[src/rtl/riscv_pkg.sv]
// riscv_pkg
//   Shared definitions for the writeback path.
//   - XLEN            : default datapath width, matches register_file
//   - load_funct3_e   : load funct3 encodings understood by load_formatter
package riscv_pkg;

  localparam int XLEN = 32;

  typedef enum logic [2:0] {
    LD_B  = 3'b000,
    LD_H  = 3'b001,
    LD_W  = 3'b010,
    LD_BU = 3'b100,
    LD_HU = 3'b101
  } load_funct3_e;

endpackage : riscv_pkg

[src/rtl/load_formatter.sv]
// load_formatter
//   Combinational shift and sign/zero extension of an aligned memory word
//   into the value written back for a load.
//   Ports:
//     i_funct3  in  3     load type (LB, LH, LW, LBU, LHU; others act as LW)
//     i_offset  in  2     address[1:0], byte lane of the access
//     i_data    in  XLEN  raw aligned memory word
//     o_data    out XLEN  formatted load result
module load_formatter #(
  parameter int XLEN = 32
) (
  input  logic [2:0]      i_funct3,
  input  logic [1:0]      i_offset,
  input  logic [XLEN-1:0] i_data,
  output logic [XLEN-1:0] o_data
);
  import riscv_pkg::*;

  // Only the low half-word of the shifted word is ever used; full words
  // bypass the shifter entirely.
  logic [15:0] shifted_lo;
  assign shifted_lo = 16'(i_data >> {i_offset, 3'b000});

  always_comb begin
    o_data = i_data;
    case (load_funct3_e'(i_funct3))
      LD_B:    o_data = {{(XLEN-8){shifted_lo[7]}}, shifted_lo[7:0]};
      LD_BU:   o_data = {{(XLEN-8){1'b0}}, shifted_lo[7:0]};
      LD_H:    o_data = {{(XLEN-16){shifted_lo[15]}}, shifted_lo};
      LD_HU:   o_data = {{(XLEN-16){1'b0}}, shifted_lo};
      default: o_data = i_data;
    endcase
  end

endmodule : load_formatter

[src/rtl/writeback_unit.sv]
// writeback_unit
//   Arbitrates ALU and LSU results onto the single register_file write
//   port, formats load data, and keeps a per-register pending scoreboard
//   so decode can stall on RAW hazards.
//   Ports:
//     i_clk, i_reset_n                 clock (rising edge), async active-low reset
//     i_alu_valid/o_alu_ready          ALU result handshake, i_alu_rd/i_alu_data
//     i_lsu_valid/o_lsu_ready          load result handshake, i_lsu_rd, i_lsu_funct3,
//                                      i_lsu_offset, i_lsu_data
//     i_issue_valid, i_issue_rd        decode marks a destination as pending
//     i_rs1, i_rs2 -> o_rs1_busy,
//                     o_rs2_busy       source has a write not yet visible
//     o_wb_valid, o_rd, o_rd_data      registered register_file write
//   Optional feature (macro WB_FWD_EN): adds o_rsX_fwd_valid/o_rsX_fwd_data
//   forwarding of the presented write; busy then covers pending bits only.
module writeback_unit #(
  parameter int XLEN         = riscv_pkg::XLEN,
  parameter int STARVE_LIMIT = 4
) (
  input  logic            i_clk,
  input  logic            i_reset_n,
  input  logic            i_alu_valid,
  output logic            o_alu_ready,
  input  logic [4:0]      i_alu_rd,
  input  logic [XLEN-1:0] i_alu_data,
  input  logic            i_lsu_valid,
  output logic            o_lsu_ready,
  input  logic [4:0]      i_lsu_rd,
  input  logic [2:0]      i_lsu_funct3,
  input  logic [1:0]      i_lsu_offset,
  input  logic [XLEN-1:0] i_lsu_data,
  input  logic            i_issue_valid,
  input  logic [4:0]      i_issue_rd,
  input  logic [4:0]      i_rs1,
  input  logic [4:0]      i_rs2,
  output logic            o_rs1_busy,
  output logic            o_rs2_busy,
`ifdef WB_FWD_EN
  output logic            o_rs1_fwd_valid,
  output logic [XLEN-1:0] o_rs1_fwd_data,
  output logic            o_rs2_fwd_valid,
  output logic [XLEN-1:0] o_rs2_fwd_data,
`endif
  output logic [4:0]      o_rd,
  output logic [XLEN-1:0] o_rd_data,
  output logic            o_wb_valid
);
  import riscv_pkg::*;

  localparam int CW = (STARVE_LIMIT < 1) ? 1 : $clog2(STARVE_LIMIT + 1);

  logic [CW-1:0]   starve_cnt_reg, starve_cnt_next;
  logic [31:0]     pending_reg, pending_next;
  logic [4:0]      rd_reg;
  logic [XLEN-1:0] rd_data_reg;
  logic            wb_valid_reg;

  logic            starved;
  logic            alu_win;
  logic            alu_xfer, lsu_xfer, xfer;
  logic [4:0]      xfer_rd;
  logic [XLEN-1:0] xfer_data;
  logic [XLEN-1:0] load_data;

  load_formatter #(.XLEN(XLEN)) u_load_formatter (
    .i_funct3 (i_lsu_funct3),
    .i_offset (i_lsu_offset),
    .i_data   (i_lsu_data),
    .o_data   (load_data)
  );

  // LSU wins by default; the ALU takes the port when it is alone or has
  // lost STARVE_LIMIT times in a row.
  assign starved  = (starve_cnt_reg == CW'(STARVE_LIMIT));
  assign alu_win  = i_alu_valid && (!i_lsu_valid || starved);

  // Readies are forced low while reset is held so nothing is consumed.
  assign o_alu_ready = i_reset_n && alu_win;
  assign o_lsu_ready = i_reset_n && i_lsu_valid && !alu_win;

  assign alu_xfer  = i_alu_valid && o_alu_ready;
  assign lsu_xfer  = i_lsu_valid && o_lsu_ready;
  assign xfer      = alu_xfer || lsu_xfer;
  assign xfer_rd   = alu_xfer ? i_alu_rd   : i_lsu_rd;
  assign xfer_data = alu_xfer ? i_alu_data : load_data;

  always_comb begin
    starve_cnt_next = starve_cnt_reg;
    if (!i_alu_valid || alu_xfer) begin
      starve_cnt_next = '0;
    end else if (!starved) begin
      starve_cnt_next = starve_cnt_reg + 1'b1;
    end
  end

  // Pending bits: a younger issue to the same register overrides the clear
  // from a retiring older write. x0 is never pending.
  assign pending_next[0] = 1'b0;
  generate
    for (genvar gi = 1; gi < 32; gi++) begin : g_pending
      assign pending_next[gi] = (i_issue_valid && (i_issue_rd == 5'(gi))) ||
                                (pending_reg[gi] && !(xfer && (xfer_rd == 5'(gi))));
    end
  endgenerate

  always_ff @(posedge i_clk or negedge i_reset_n) begin
    if (!i_reset_n) begin
      starve_cnt_reg <= '0;
      pending_reg    <= '0;
      rd_reg         <= '0;
      rd_data_reg    <= '0;
      wb_valid_reg   <= 1'b0;
    end else begin
      starve_cnt_reg <= starve_cnt_next;
      pending_reg    <= pending_next;
      wb_valid_reg   <= xfer;
      if (xfer) begin
        rd_reg      <= xfer_rd;
        rd_data_reg <= xfer_data;
      end else begin
        // Data is left holding so the write bus does not toggle needlessly.
        rd_reg      <= '0;
      end
    end
  end

  assign o_rd       = rd_reg;
  assign o_rd_data  = rd_data_reg;
  assign o_wb_valid = wb_valid_reg;

  // The presented write lands in register_file at the next edge, so a
  // reader this cycle would still see the stale value.
  logic inflight_rs1, inflight_rs2;
  assign inflight_rs1 = wb_valid_reg && (rd_reg == i_rs1) && (rd_reg != 5'd0);
  assign inflight_rs2 = wb_valid_reg && (rd_reg == i_rs2) && (rd_reg != 5'd0);

`ifdef WB_FWD_EN
  assign o_rs1_fwd_valid = inflight_rs1;
  assign o_rs1_fwd_data  = rd_data_reg;
  assign o_rs2_fwd_valid = inflight_rs2;
  assign o_rs2_fwd_data  = rd_data_reg;
  assign o_rs1_busy      = pending_reg[i_rs1];
  assign o_rs2_busy      = pending_reg[i_rs2];
`else
  assign o_rs1_busy      = pending_reg[i_rs1] || inflight_rs1;
  assign o_rs2_busy      = pending_reg[i_rs2] || inflight_rs2;
`endif

endmodule : writeback_unit

[config.mk]
export PLATFORM = sky130hd
export DESIGN_NAME = writeback_unit
export DESIGN_NICKNAME = d
export VERILOG_FILES = /design/src/rtl/riscv_pkg.sv /design/src/rtl/load_formatter.sv /design/src/rtl/writeback_unit.sv
export SDC_FILE = /design/constraint.sdc
export NUM_CORES = 1
export LEC_CHECK = 0
export BUFFER_PORTS_ARGS = -buffer_cell sky130_fd_sc_hd__buf_2
export CORE_UTILIZATION = 53
export CTS_CLUSTER_DIAMETER = 150
export CTS_CLUSTER_SIZE = 24
export DETAILED_ROUTE_END_ITERATION = 12
export PLACE_DENSITY = 0.81
export SLEW_MARGIN = 25
export SYNTH_ARGS = -nofsm -noshare
export SYNTH_HDL_FRONTEND = slang
export SYNTH_HIERARCHICAL = 1
export SYNTH_SLANG_ARGS = --single-unit
[constraint.sdc]
create_clock -name i_clk -period 2.2 [get_ports i_clk]
set_input_delay 0.22 -clock i_clk [delete_from_list [all_inputs] [get_ports i_clk]]
set_output_delay 0.22 -clock i_clk [all_outputs]
set_load 0.01 [all_outputs]
# Word-level counts from Yosys, hierarchy flattened
# Index checks and enable logic that the tools add are counted.
# totals
reg_bits	72
input_bits	99
out_inout_bits	42
elab_cells	263
# op_classes
addsub	1
magnitude_cmp	2
n_eq_ne	69
shift	1
n_mux	10
n_reduce_logical	175
# op_table
cell	n
equality test 5 bit, second input constant	32
case mux 32 bit (4 select lines)	1
logical AND 1 bit	103
equality test 5 x 4 -> 1 bit, second input constant	16
equality test 5 x 3 -> 1 bit, second input constant	8
logical OR 1 bit	36
zero test 1 bit	34
2-to-1 mux 32 bit	1
right shift 32 x 5 -> 16 bit	1
equality test 5 x 2 -> 1 bit, second input constant	4
< comparator 5 x 6 -> 1 bit, second input constant	2
binary-select mux 1 bit (select 5 bit)	2
equality test 5 x 1 -> 1 bit, second input constant	2
equality test 5 bit	2
2-to-1 mux 5 bit	2
equality test 3 bit, second input constant	3
2-to-1 mux 3 bit	2
nonzero test 5 bit	1
adder 3 x 1 -> 3 bit, second input constant	1
equality test 3 x 1 -> 1 bit, second input constant	1
zero test 3 bit	1
2-to-1 mux 1 bit	2
!= test 2 x 1 -> 1 bit, second input constant	1

# Depth between registers and ports, before layout
# Gate-level depths: netlist of run 1.
# logic_depth
word_depth	11
ltp_mapped	8
depth_no_buf	7

# Modules after synthesis
# The synthesis of run 1 kept the hierarchy.
# modules_own_cells
mod	instances	cells_each	area_per_inst_um2	seq_area_each_um2
writeback_unit	1	469	4315.4	1801.7
load_formatter	1	111	715.7	0.0

# Least setup slack after synthesis of run 1
# No wires, ideal clock.
# synth_path
kind	reg2reg
from	reg starve_cnt_reg[0]
to	reg pending_reg[28]
setup_time_ns	0.135
t_arrival_ns	1.748
required_time_ns	2.065
setup_slack_ns	0.317
stages_incl_launch_ff	7
n_path_buf	0
synth_period_minus_slack_ns	1.883
path_cell_list	dfrtp_1 > inv_1 > ha_1 > a21bo_1 > a2111o_1 > a221oi_1 > o22ai_1
# synth_between
elab_chain_len	11
elab_cells_between_ends	15
cone_classes	eq/ne (2); mux (1); reduce/logical (12)
# synth_lines
item	line_no	rtl
from (decl)	writeback_unit.sv:52	logic [CW-1:0] starve_cnt_reg, starve_cnt_next;
from (signal assigned)	writeback_unit.sv:114	starve_cnt_reg <= starve_cnt_next;
equality test 3 bit *	writeback_unit.sv:74	assign starved = (starve_cnt_reg == CW'(STARVE_LIMIT));
logical OR 1 bit *	writeback_unit.sv:75	assign alu_win = i_alu_valid && (!i_lsu_valid || starved);
logical AND 1 bit *	writeback_unit.sv:75	
logical AND 1 bit / zero test 1 bit (equally long branches)	writeback_unit.sv:78, writeback_unit.sv:79	
logical AND 1 bit, on equally long branches	writeback_unit.sv:81, writeback_unit.sv:79	
2-to-1 mux 5 bit / logical AND 1 bit (equally long branches)	writeback_unit.sv:84, writeback_unit.sv:82	
equality test 5 bit / logical OR 1 bit (equally long branches)	writeback_unit.sv:102, writeback_unit.sv:83	
logical AND 1 bit *	writeback_unit.sv:102	(pending_reg[gi] && !(xfer && (xfer_rd == 5'(gi))));
zero test 1 bit *	writeback_unit.sv:102	
logical AND 1 bit *	writeback_unit.sv:102	
logical OR 1 bit *	writeback_unit.sv:101	assign pending_next[gi] = (i_issue_valid && (i_issue_rd == 5'(gi))) ||
via pending_next[28]	writeback_unit.sv:53	logic [31:0] pending_reg, pending_next;
to (signal assigned)	writeback_unit.sv:115	pending_reg <= pending_next;
to (decl)	writeback_unit.sv:53	
# Mark *: on every way through the listed nets, which the timed path passes. The rest lies on a longest branch.
# A chain may end at the register's enable or synchronous reset.

# Worst setup path after layout of run 1
# layout_path
from	reg pending_reg[14]
to	out o_rs1_busy
# layout_between
elab_chain_len	3
# layout_lines
item	line_no	rtl
binary-select mux 1 bit (select 5 bit)	writeback_unit.sv:145	assign o_rs1_busy = pending_reg[i_rs1] || inflight_rs1;
2-to-1 mux 1 bit (not written as such)	writeback_unit.sv:145	
logical OR 1 bit	writeback_unit.sv:145	
to (decl)	writeback_unit.sv:36	output logic o_rs1_busy,
# No other way between the ends. The select of a mux whose other input is x is not followed.

==> impl_metrics.tcl, run 1 <==
set metrics [dict create \
    die_h_um 99.4 \
    leakagePower_nw 2.73 \
    required_ns 1.98 \
    synth_ff_type "dfrtp_1" \
    synth_top_area_share_pct 35.8 \
    dr_total_vias 5311 \
    die_area_sq_um 9890 \
    synthTopCellsByArea "dfrtp_1, mux4_2, a221oi_1" \
    antenna_found_initial 0 \
    setup_viol 0 \
    fp.dieW_um 99.4 \
    syn_area_sq_um 5030 \
    ys_ff_latch 72 \
    grt_pass1_vias 4951 \
    outcome "finished, final reports clean" \
    grt_pass1_wl_um 24500 \
    finalWorstSetupSlack_ns 0.0644 \
    cts_buffers 9 \
    hold_viol 0 \
    place_hpwl_um 11600 \
    synthCells 580 \
    crit_path_end_kind "primary output" \
    grt_start_max_net_pins 70 \
    synth_edf_count 0 \
    hold_path.class "in -> reg" \
    min_period_ns 2.14 \
    min_period_over_period_pct 97.1 \
    pin_count 141 \
    cts-root-buf "clkbuf_8" \
    cts_max_level 3 \
    power_per_cell_area_nw_per_um2 688 \
    core_sq_um 9200 \
    wl_um 15600 \
    drive_gt1_share_pct 30.9 \
    max_freq_ghz 0.468 \
    syn_to_final_growth_pct 21.7 \
    ir_drop_v 0.000329 \
    cts_setup_buffers 0 \
    rows 35 \
    syn_nets 681 \
    largest_reg_flops 32 \
    slew_violations 0 \
    wl_per_cell_um 18.9 \
    drc 0 \
    hold_slack_ns 0.135 \
    critPathLaunchType "flip-flop" \
    nFillCells 741 \
    nNetsFinal 811 \
    syn_area_per_cell_sq_um 8.67 \
    skew_ns 0.00669 \
    slew_headroom_pct 40.9 \
    ys.warnings.count 6 \
    r2r_start "starve_cnt_reg[0]$_DFFE_PN0P_" \
    max-cap-violations 0 \
    cts_buffer_depth 2 \
    worstMarginPinSlew_ns 0.886 \
    hold_path.startpoint "i_alu_data[31]" \
    overflow 0 \
    fin_tns_setup_ns 0 \
    place_ws_ns -0.0325 \
    drtAntennaViolNets 0 \
    ys_seq_area_share_pct 35.8 \
    gp_congestion 0.925 \
    worstSetupPathType "reg -> out" \
    synth_largest_area_cell "dfrtp_1" \
    vias_per_cell 6.43 \
    critPathLaunch "pending_reg[14]$_DFF_PN0_" \
    dr.pass1.iters 6 \
    cts_sinks 72 \
    port_buffers 140 \
    async_reset_ff_share_pct 100 \
    worstPathMaxFanout 3 \
    tritoncts "built" \
    antenna_cells 0 \
    critPathArrivalTime_ns 1.92 \
    yosys.cell_types.count 61 \
    grt_usage_pct 31.6 \
    clkLatencyLatePin_ns 0.35 \
    path_clk_slew_ns 0.09 \
    drtIter0Drc 507 \
    initial_core_util_pct 54.7 \
]
## critical path, stage by stage (launching register included)
cell and delay, ns:
dfrtp_1 0.41, mux4_2 0.49, a221oi_2 0.24, o21ai_1 0.11, a21o_1 0.19, buf_2 0.13
## timing repair
item,4_1_cts,5_1_grt
gates cloned,0,1
resized for setup,3,13
hold buffers,1,0
pin swaps,0,1
setup endpoints to repair,8,29
endpoints found under the hold margin,3,0
## Yosys cell counts (all sizes together), types with 5 or more instances
master,number
or4,5
o31ai,7
mux4,15
nand3b,5
o22ai,37
nor3,45
nand3,7
nor2,71
nor2b,10
buf,18
dfrtp,72
xnor2,7
a221oi,38
mux2,6
nand2,51
a22oi,5
mux2i,10
o211ai,7
clkbuf,23
a22o,5
o21ai,30
nand4,5
inv,44
nand4b,6
## layout by cell type, fill, tap and decap left out, types with 3 or more instances in the layout
| cell | instances |
|---|---|
| nand2b_1 | 4 |
| xor2_1 | 4 |
| nor2b_1 | 10 |
| mux4_2 | 15 |
| a22oi_1 | 4 |
| a221oi_2 | 6 |
| o32ai_1 | 4 |
| mux2i_1 | 10 |
| dfrtp_1 | 72 |
| o21ai_1 | 9 |
| nor3_1 | 45 |
| mux2_2 | 6 |
| nand4_1 | 5 |
| nor2_1 | 71 |
| nand4b_1 | 6 |
| nand2_1 | 50 |
| inv_1 | 43 |
| buf_4 | 18 |
| a221oi_1 | 32 |
| clkbuf_8 | 10 |
| nand3_1 | 7 |
| buf_2 | 139 |
| xnor2_1 | 7 |
| a22o_1 | 5 |
| o211ai_1 | 6 |
| o21ai_0 | 19 |
| o31ai_1 | 7 |
| and2_1 | 3 |
| nand3b_1 | 5 |
| o22ai_1 | 37 |
| or2_2 | 4 |
| or4_4 | 3 |
| o2111ai_1 | 4 |
## final cells by class
cell class	count	area [sq um]	share of cell area (%)
Multi-Input combinational cell	424	2940	47.9
Clock buffer	10	138	2.25
Sequential cell	72	1800	29.4
Tap cell	111	139	2.27
Clock inverter	6	90.1	1.47
Inverter	44	168	2.74
Timing Repair Buffer	159	852	13.9
## power breakdown
part	internal (W)	switching [W]
sequential	0.00157	0.000192
combinational	0.000557	0.000669
clock	0.000676	0.000543
total	0.00281	0.00140
## through the flow
stage / util, % / power (W) / instance area, sq um / instances
floorplan: - / 0.00249 / 5030 / 580
global placement: 63.0 / 0.00291 / 5800 / 808
detailed placement: 63.0 / 0.00296 / 5800 / 808
CTS: 65.8 / 0.00417 / 6050 / 825
global route: 66.6 / 0.00442 / 6120 / 826
finish: 66.6 / 0.00421 / 6120 / 826
## per-layer routing
metal  track usage [%]  share of wire (%)  vias to the layer above
met2              53.1                 49                      313
met5                 0                  0                        -
met4              11.8                2.7                        0
met1              40.8                 41                     2524
li1                  -                  -                     2427
met3              5.97                7.3                       47
## worst paths after layout
| kind | end | slack (ns) | cells past startpoint |
|---|---|---|---|
| min in group asynchronous | o_rd_data[30]$_DFFE_PN0P_ | 0.17 | 2 |
| max in group asynchronous | o_rd_data[19]$_DFFE_PN0P_ | 1.46 | 2 |
| hold reg to reg | o_rd_data[14]$_DFFE_PN0P_ | 0.53 | 2 |
| setup / recovery | o_rs1_busy | 0.06 | 5 |
| hold / removal | o_rd_data[31]$_DFFE_PN0P_ | 0.14 | 3 |
| setup reg to reg | pending_reg[28]$_DFF_PN0_ | 0.12 | 6 |
## cell families (layout without fill, tap and decap cells)
family / Yosys count / count (layout) / share of synthesized area (%)
xor+xnor: 11 / 11 / 1.91
buf+inv: 85 / 219 / 7.54
simple gates: 222 / 222 / 21.0
compound gates: 157 / 158 / 23.2
fa+ha+maj: 2 / 2 / 0.497
mux: 31 / 31 / 10.0
flops: 72 / 72 / 35.8
Note: power is estimated with default switching activity, not from simulation.
==> run 2, diff against run 1 <==
--- a/config.mk
+++ b/config.mk
@@ -5,8 +5,9 @@
 export SDC_FILE = /design/constraint.sdc
 export NUM_CORES = 1
 export LEC_CHECK = 0
+export ABC_AREA = 1
 export BUFFER_PORTS_ARGS = -buffer_cell sky130_fd_sc_hd__buf_2
-export CORE_UTILIZATION = 53
+export CORE_UTILIZATION = 54
 export CTS_CLUSTER_DIAMETER = 150
 export CTS_CLUSTER_SIZE = 24
 export DETAILED_ROUTE_END_ITERATION = 12
==> run 2 against run 1 <==
Final area grew 3.0%. Global-route usage up 0.40 points. Critical path depth grew 2. Flip-flop and latch count unchanged. Synthesized cell count is 42% higher. Die area rose by 4.0%. Count of clock-buffer cells in the layout stayed put. Worst hold slack better by 0.040 ns. Utilization increased by 0.40 points. Clock skew increased by 0.0071 ns. Via count up 11%. Largest power group unchanged. Critical endpoint is now o_alu_ready. Power is 0.47% lower.
==> impl_metrics.tcl, run 2 <==
set metrics [dict create \
    hold_path.class "in -> reg" \
    synth_most_common_cell "nand2_1" \
    synth_top_area_share_pct 33.8 \
    r2r_start "starve_cnt_reg[0]$_DFFE_PN0P_" \
    worstMarginPinSlew_ns 0.812 \
    cts_sinks 72 \
    gp_congestion 0.949 \
    cp_slowest_cell "dfrtp_1" \
    outcome "finished, final reports clean" \
    required_ns 1.98 \
    port_buffers 140 \
    skew_ns 0.0138 \
    hold_slack_ns 0.176 \
    pin_count 141 \
    nFillCells 863 \
    worstPathMaxFanout 23 \
    yosys.cell_types.count 39 \
    antenna_found_initial 0 \
    synthTopCellsByArea "dfrtp_1, nand2_1, nand3_1" \
    layout_common_cells "nand2_1, nand3_1, buf_2" \
    multi_input_area_sq_um 2970 \
    synth_ff_type "dfrtp_1" \
    grt_pass1_wl_um 25800 \
    antenna_cells 0 \
    critPathArrivalTime_ns 1.80 \
    syn_area_sq_um 5340 \
    cts_max_level 3 \
    layout_commonest_cell "nand2_1" \
    dr.pass1.iters 5 \
    initial_core_util_pct 56.7 \
    core_sq_um 9420 \
    syn_area_per_cell_sq_um 6.47 \
    synth_largest_area_cell "dfrtp_1" \
    vias_per_cell 5.43 \
    min_period_ns 2.02 \
    overflow 0 \
    cts_buffer_depth 2 \
    drive_gt1_share_pct 21.3 \
    slew_headroom_pct 45.9 \
    largest_reg_flops 32 \
    fp.dieW_um 101 \
    drtIter0Drc 403 \
    finalPower_w 0.00419 \
    leakagePower_nw 3.42 \
    ir_drop_v 0.000418 \
    grt_usage_pct 32.0 \
    min_period_over_period_pct 92.0 \
    drc 0 \
    cts_buffers 9 \
    synth_commonest_cells "nand2_1, nand3_1, inv_1" \
    dr_total_vias 5892 \
    fin_tns_setup_ns 0 \
    rsz0062_at_grt "false" \
    crit_path_end_kind "primary output" \
    synth_edf_count 0 \
    tritoncts "built" \
    syn_to_final_growth_pct 18.2 \
    ys_ff_latch 72 \
    max_freq_ghz 0.494 \
    async_reset_ff_share_pct 100 \
    grt_pass1_vias 5403 \
    ys.warnings.count 6 \
    rows 35 \
    nNetsFinal 1052 \
    drtAntennaViolNets 0 \
    die_h_um 101 \
    crit_chain "inv_1, ha_1, nand2_2, nand2_4, nand3_4, inv_6, buf_2" \
    die_area_sq_um 10300 \
    cts-root-buf "clkbuf_8" \
    synthCells 825 \
    slew_violations 0 \
    ys_seq_area_share_pct 33.8 \
    clkLatencyLatePin_ns 0.34 \
    worst_path_largest_cell_delay_ns 0.39 \
    grt_start_max_net_pins 64 \
    power_per_cell_area_nw_per_um2 664 \
    hold_viol 0 \
    syn_nets 926 \
    place_hpwl_um 11500 \
    critPathLaunch "starve_cnt_reg[0]$_DFFE_PN0P_" \
    path_clk_slew_ns 0.09 \
    regArea_sq_um 1800 \
    max-cap-violations 0 \
    setup_viol 0 \
    worstSetupPathType "reg -> out" \
    critPathLaunchType "flip-flop" \
    wl_um 15700 \
    wl_per_cell_um 14.5 \
    hold_path.startpoint "i_alu_data[0]" \
]
## run 2: final cells by class
class	count	area share, %
multi-input cells	623	47.2
flip-flops and latches	72	28.6
repair buffers	152	12.8
inverters	93	5.65
well taps	129	2.56
clock buffers	10	2.18
clock inverters	6	1.07
## run 2: metrics by stage
| stage | setup slack (ns) | std cells | area, sq um | util (%) |
|---|---|---|---|---|
| after global placement | 0.275 | 1066 | 6050 | 64.2 |
| final | 0.177 | 1085 | 6310 | 67.0 |
| after global routing | 0.0343 | 1085 | 6310 | 67.0 |
| after CTS | 0.0517 | 1083 | 6260 | 66.5 |
| after detailed placement | 0.160 | 1066 | 6050 | 64.2 |
| after floorplan | 0.560 | 825 | 5340 | - |
## run 2: layer usage
metal  track usage, %  wire length (um)  vias up
met5                0                 0        -
met3             7.38              1350       37
met2             52.4              7250      295
met4             11.3               430        0
met1             41.7              6660     2665
li1                 -                 -     2895
## run 2: path summary, 6_finish.rpt
path	slack (ns)	depth (start not counted)	end
worst max-delay path	0.18	7	o_alu_ready
worst min-delay path	0.18	3	o_rd_data[0]$_DFFE_PN0P_
worst max register to register	0.20	10	pending_reg[2]$_DFF_PN0_
worst min register to register	0.48	2	pending_reg[15]$_DFF_PN0_
max in group asynchronous	0.77	3	pending_reg[19]$_DFF_PN0_
min in group asynchronous	0.31	2	starve_cnt_reg[1]$_DFFE_PN0P_
## run 2: worst max-delay path: cells and delay by family, from the launching register on
family                   cells  cell delay [ns]
buffers and inverters        3             0.46
adder cells (fa/ha/maj)      1             0.19
AND/OR/NAND/NOR              3             0.40
flip-flops                   1             0.39
## run 2: what timing repair did
action	4_1_cts	5_1_grt
setup endpoints to repair	1	20
hold endpoints to repair	9	0
resized for setup	1	3
pin swaps	0	3
cloned	0	1
hold buffers	1	0
setup buffers	0	1
## run 2: kinds of logic (layout without fill, tap and decap cells)
family / after synthesis / after routing / synth area share [%]
AOI/OAI and AO/OA: 77 / 77 / 9.00
xor gates and xnor gates: 5 / 5 / 0.820
adders and majority gates: 2 / 2 / 0.469
buffers and inverters: 131 / 261 / 10.9
DFF: 72 / 72 / 33.8
and+or+nand+nor: 538 / 539 / 45.1
## run 2: power by group
group | internal (W) | leakage, nW | switching [W] | total, W
clock | 0.000559 | 0.0989 | 0.000520 | 0.00108
combinational | 0.000502 | 2.47 | 0.000832 | 0.00133
sequential | 0.00159 | 0.855 | 0.000187 | 0.00178
==> run 3, diff against run 2 <==
==> constraint.sdc (replaced) <==
create_clock -name i_clk -period 2.2 [get_ports i_clk]
set_input_delay 0.33 -clock i_clk [delete_from_list [all_inputs] [get_ports i_clk]]
set_output_delay 0.33 -clock i_clk [all_outputs]
set_load 0.01 [all_outputs]
==> run 3 against run 2 <==
Clock skew fell by 0.00084 ns. Count of clock-buffer cells in the layout did not move. Combinational power rose by 5%. Utilization rose by 1.1 points. Wire length rose by 0.75%. Flip-flop and latch count did not move. Worst hold slack improved by 0.093 ns. Via count rose by 0.56%. Largest power group unchanged. Highest routed layer unchanged.
==> impl_metrics.tcl, run 3 (synthesis gave the netlist of run 2 again) <==
set metrics [dict create \
    max_freq_ghz 0.479 \
    drive_gt1_share_pct 22.0 \
    die_h_um 101 \
    dr.pass1.iters 6 \
    min_period_ns 2.09 \
    skew_ns 0.0130 \
    path_clk_slew_ns 0.08 \
    finalPower_w 0.00430 \
    hold_path.class "in -> reg" \
    dr_total_vias 5925 \
    overflow 0 \
    antenna_found_initial 0 \
    worstMarginPinSlew_ns 0.776 \
    critPathArrivalTime_ns 1.76 \
    dpl_cell_area_sq_um 6070 \
    cts_buffer_depth 2 \
    drc 0 \
    grt_usage_pct 31.0 \
    hold_slack_ns 0.268 \
    drtIter0Drc 508 \
    syn_to_final_growth_pct 20.0 \
    vias_per_cell 5.42 \
    cts_max_level 3 \
    core_sq_um 9420 \
    required_ns 1.87 \
    reg2reg_slack_ns 0.12 \
    fin_tns_setup_ns 0 \
    die_area_sq_um 10300 \
    final_area_sq_um 6410 \
    leakagePower_nw 3.48 \
    clkLatencyLatePin_ns 0.35 \
    crit_chain "inv_1, ha_1, nand2_2, nand2_4, nand3_4, buf_12, inv_2, buf_2" \
    layout_commonest_cell "nand2_1" \
    rows 35 \
    antenna_cells 0 \
    ir_drop_v 0.000385 \
    wl_um 15800 \
    cts_buffers 9 \
    initial_core_util_pct 56.7 \
    slew_violations 0 \
    cts-root-buf "clkbuf_8" \
    grt_start_max_net_pins 63 \
    min_path_cells 3 \
    cts_sinks 72 \
    r2r_start "starve_cnt_reg[0]$_DFFE_PN0P_" \
    drtAntennaViolNets 0 \
    worstSetupPathType "reg -> out" \
    rsz0062_at_grt "true" \
    nNetsFinal 1061 \
    min_period_over_period_pct 94.9 \
    cp_slowest_cell "dfrtp_1" \
    crit_path_end_kind "primary output" \
    layout_common_cells "nand2_1, nand3_1, buf_2" \
    largest_reg_flops 32 \
    place_hpwl_um 11500 \
    gp_congestion 0.937 \
    min_to "o_rd_data[24]$_DFFE_PN0P_" \
    port_buffers 140 \
    hold_path.startpoint "i_alu_data[24]" \
    worstPathMaxFanout 17 \
    reg2reg_depth 13 \
    worst_path_largest_cell_delay_ns 0.39 \
    nFillCells 814 \
    fp.dieW_um 101 \
    power_per_cell_area_nw_per_um2 670 \
    critPathLaunchType "flip-flop" \
    reg2reg_to "pending_reg[12]$_DFF_PN0_" \
    wl_per_cell_um 14.5 \
    outcome "finished, final reports clean" \
    pin_count 141 \
    tritoncts "built" \
    grt_pass1_wl_um 24800 \
    hold_viol 0 \
    critPathLaunch "starve_cnt_reg[0]$_DFFE_PN0P_" \
    grt_pass1_vias 5269 \
    setup_viol 0 \
    slew_headroom_pct 48.2 \
    max-cap-violations 0 \
]
[run 3: layer usage]
| metal | up-vias | wire (um) | global-route usage, % |
|---|---|---|---|
| met5 | - | 0 | 0 |
| met4 | 0 | 350 | 11.7 |
| met3 | 44 | 1420 | 8.56 |
| met2 | 300 | 7260 | 49.5 |
| met1 | 2674 | 6780 | 40.2 |
| li1 | 2907 | - | - |
[run 3: worst max-delay path, delay by kind of cell, from the launching register on]
family / cells / cell delay (ns)
adders and majority gates: 1 / 0.18
buffers and inverters: 4 / 0.45
DFF: 1 / 0.39
and+or+nand+nor: 3 / 0.36
[run 3: how the worst max path moves through the flow]
stage / endpoint / slack [ns] / cells past startpoint
detailed placement: o_rd_data[9]$_DFFE_PN0P_ / 0.17 / 11
global route: pending_reg[14]$_DFF_PN0_ / -0.02 / 12
global placement: o_rd_data[2]$_DFFE_PN0P_ / 0.25 / 11
CTS: o_alu_ready / 0.03 / 8
floorplan: pending_reg[12]$_DFF_PN0_ / 0.56 / 11
finish: o_alu_ready / 0.11 / 8
[run 3: what timing repair did]
action / 4_1_cts / 5_1_grt
endpoints found under the hold margin: 10 / 0
pin swaps: 0 / 2
endpoints found under the setup margin: 1 / 16
cloned: 0 / 2
gates resized for setup: 3 / 3
buffers inserted: 2 / 5
hold buffers: 1 / 0
[run 3: per-stage QoR]
stage / util (%) / setup WS, ns / cells
after floorplan: - / 0.560 / 825
after global placement: 64.5 / 0.247 / 1068
after detailed placement: 64.5 / 0.175 / 1068
after CTS: 67.1 / 0.0299 / 1086
after global routing: 68.1 / -0.0248 / 1093
final: 68.1 / 0.112 / 1093
[run 3: report_power, final]
part / internal, W / leakage, nW / total, W / switching (W)
Combinational: 0.000522 / 2.53 / 0.00140 / 0.000877
Clock: 0.000632 / 0.0946 / 0.00114 / 0.000509
Sequential: 0.00159 / 0.855 / 0.00175 / 0.000164
Total: 0.00274 / 3.48 / 0.00430 / 0.00155
[run 3: area by class of cell]
cell class / count / area (sq um) / area share, %
clock buffers: 10 / 128 / 1.99
clock inverters: 5 / 82.6 / 1.29
inverters: 93 / 352 / 5.49
multi-input cells: 623 / 2980 / 46.5
flip-flops and latches: 72 / 1800 / 28.1
well taps: 129 / 161 / 2.52
repair buffers: 161 / 906 / 14.1
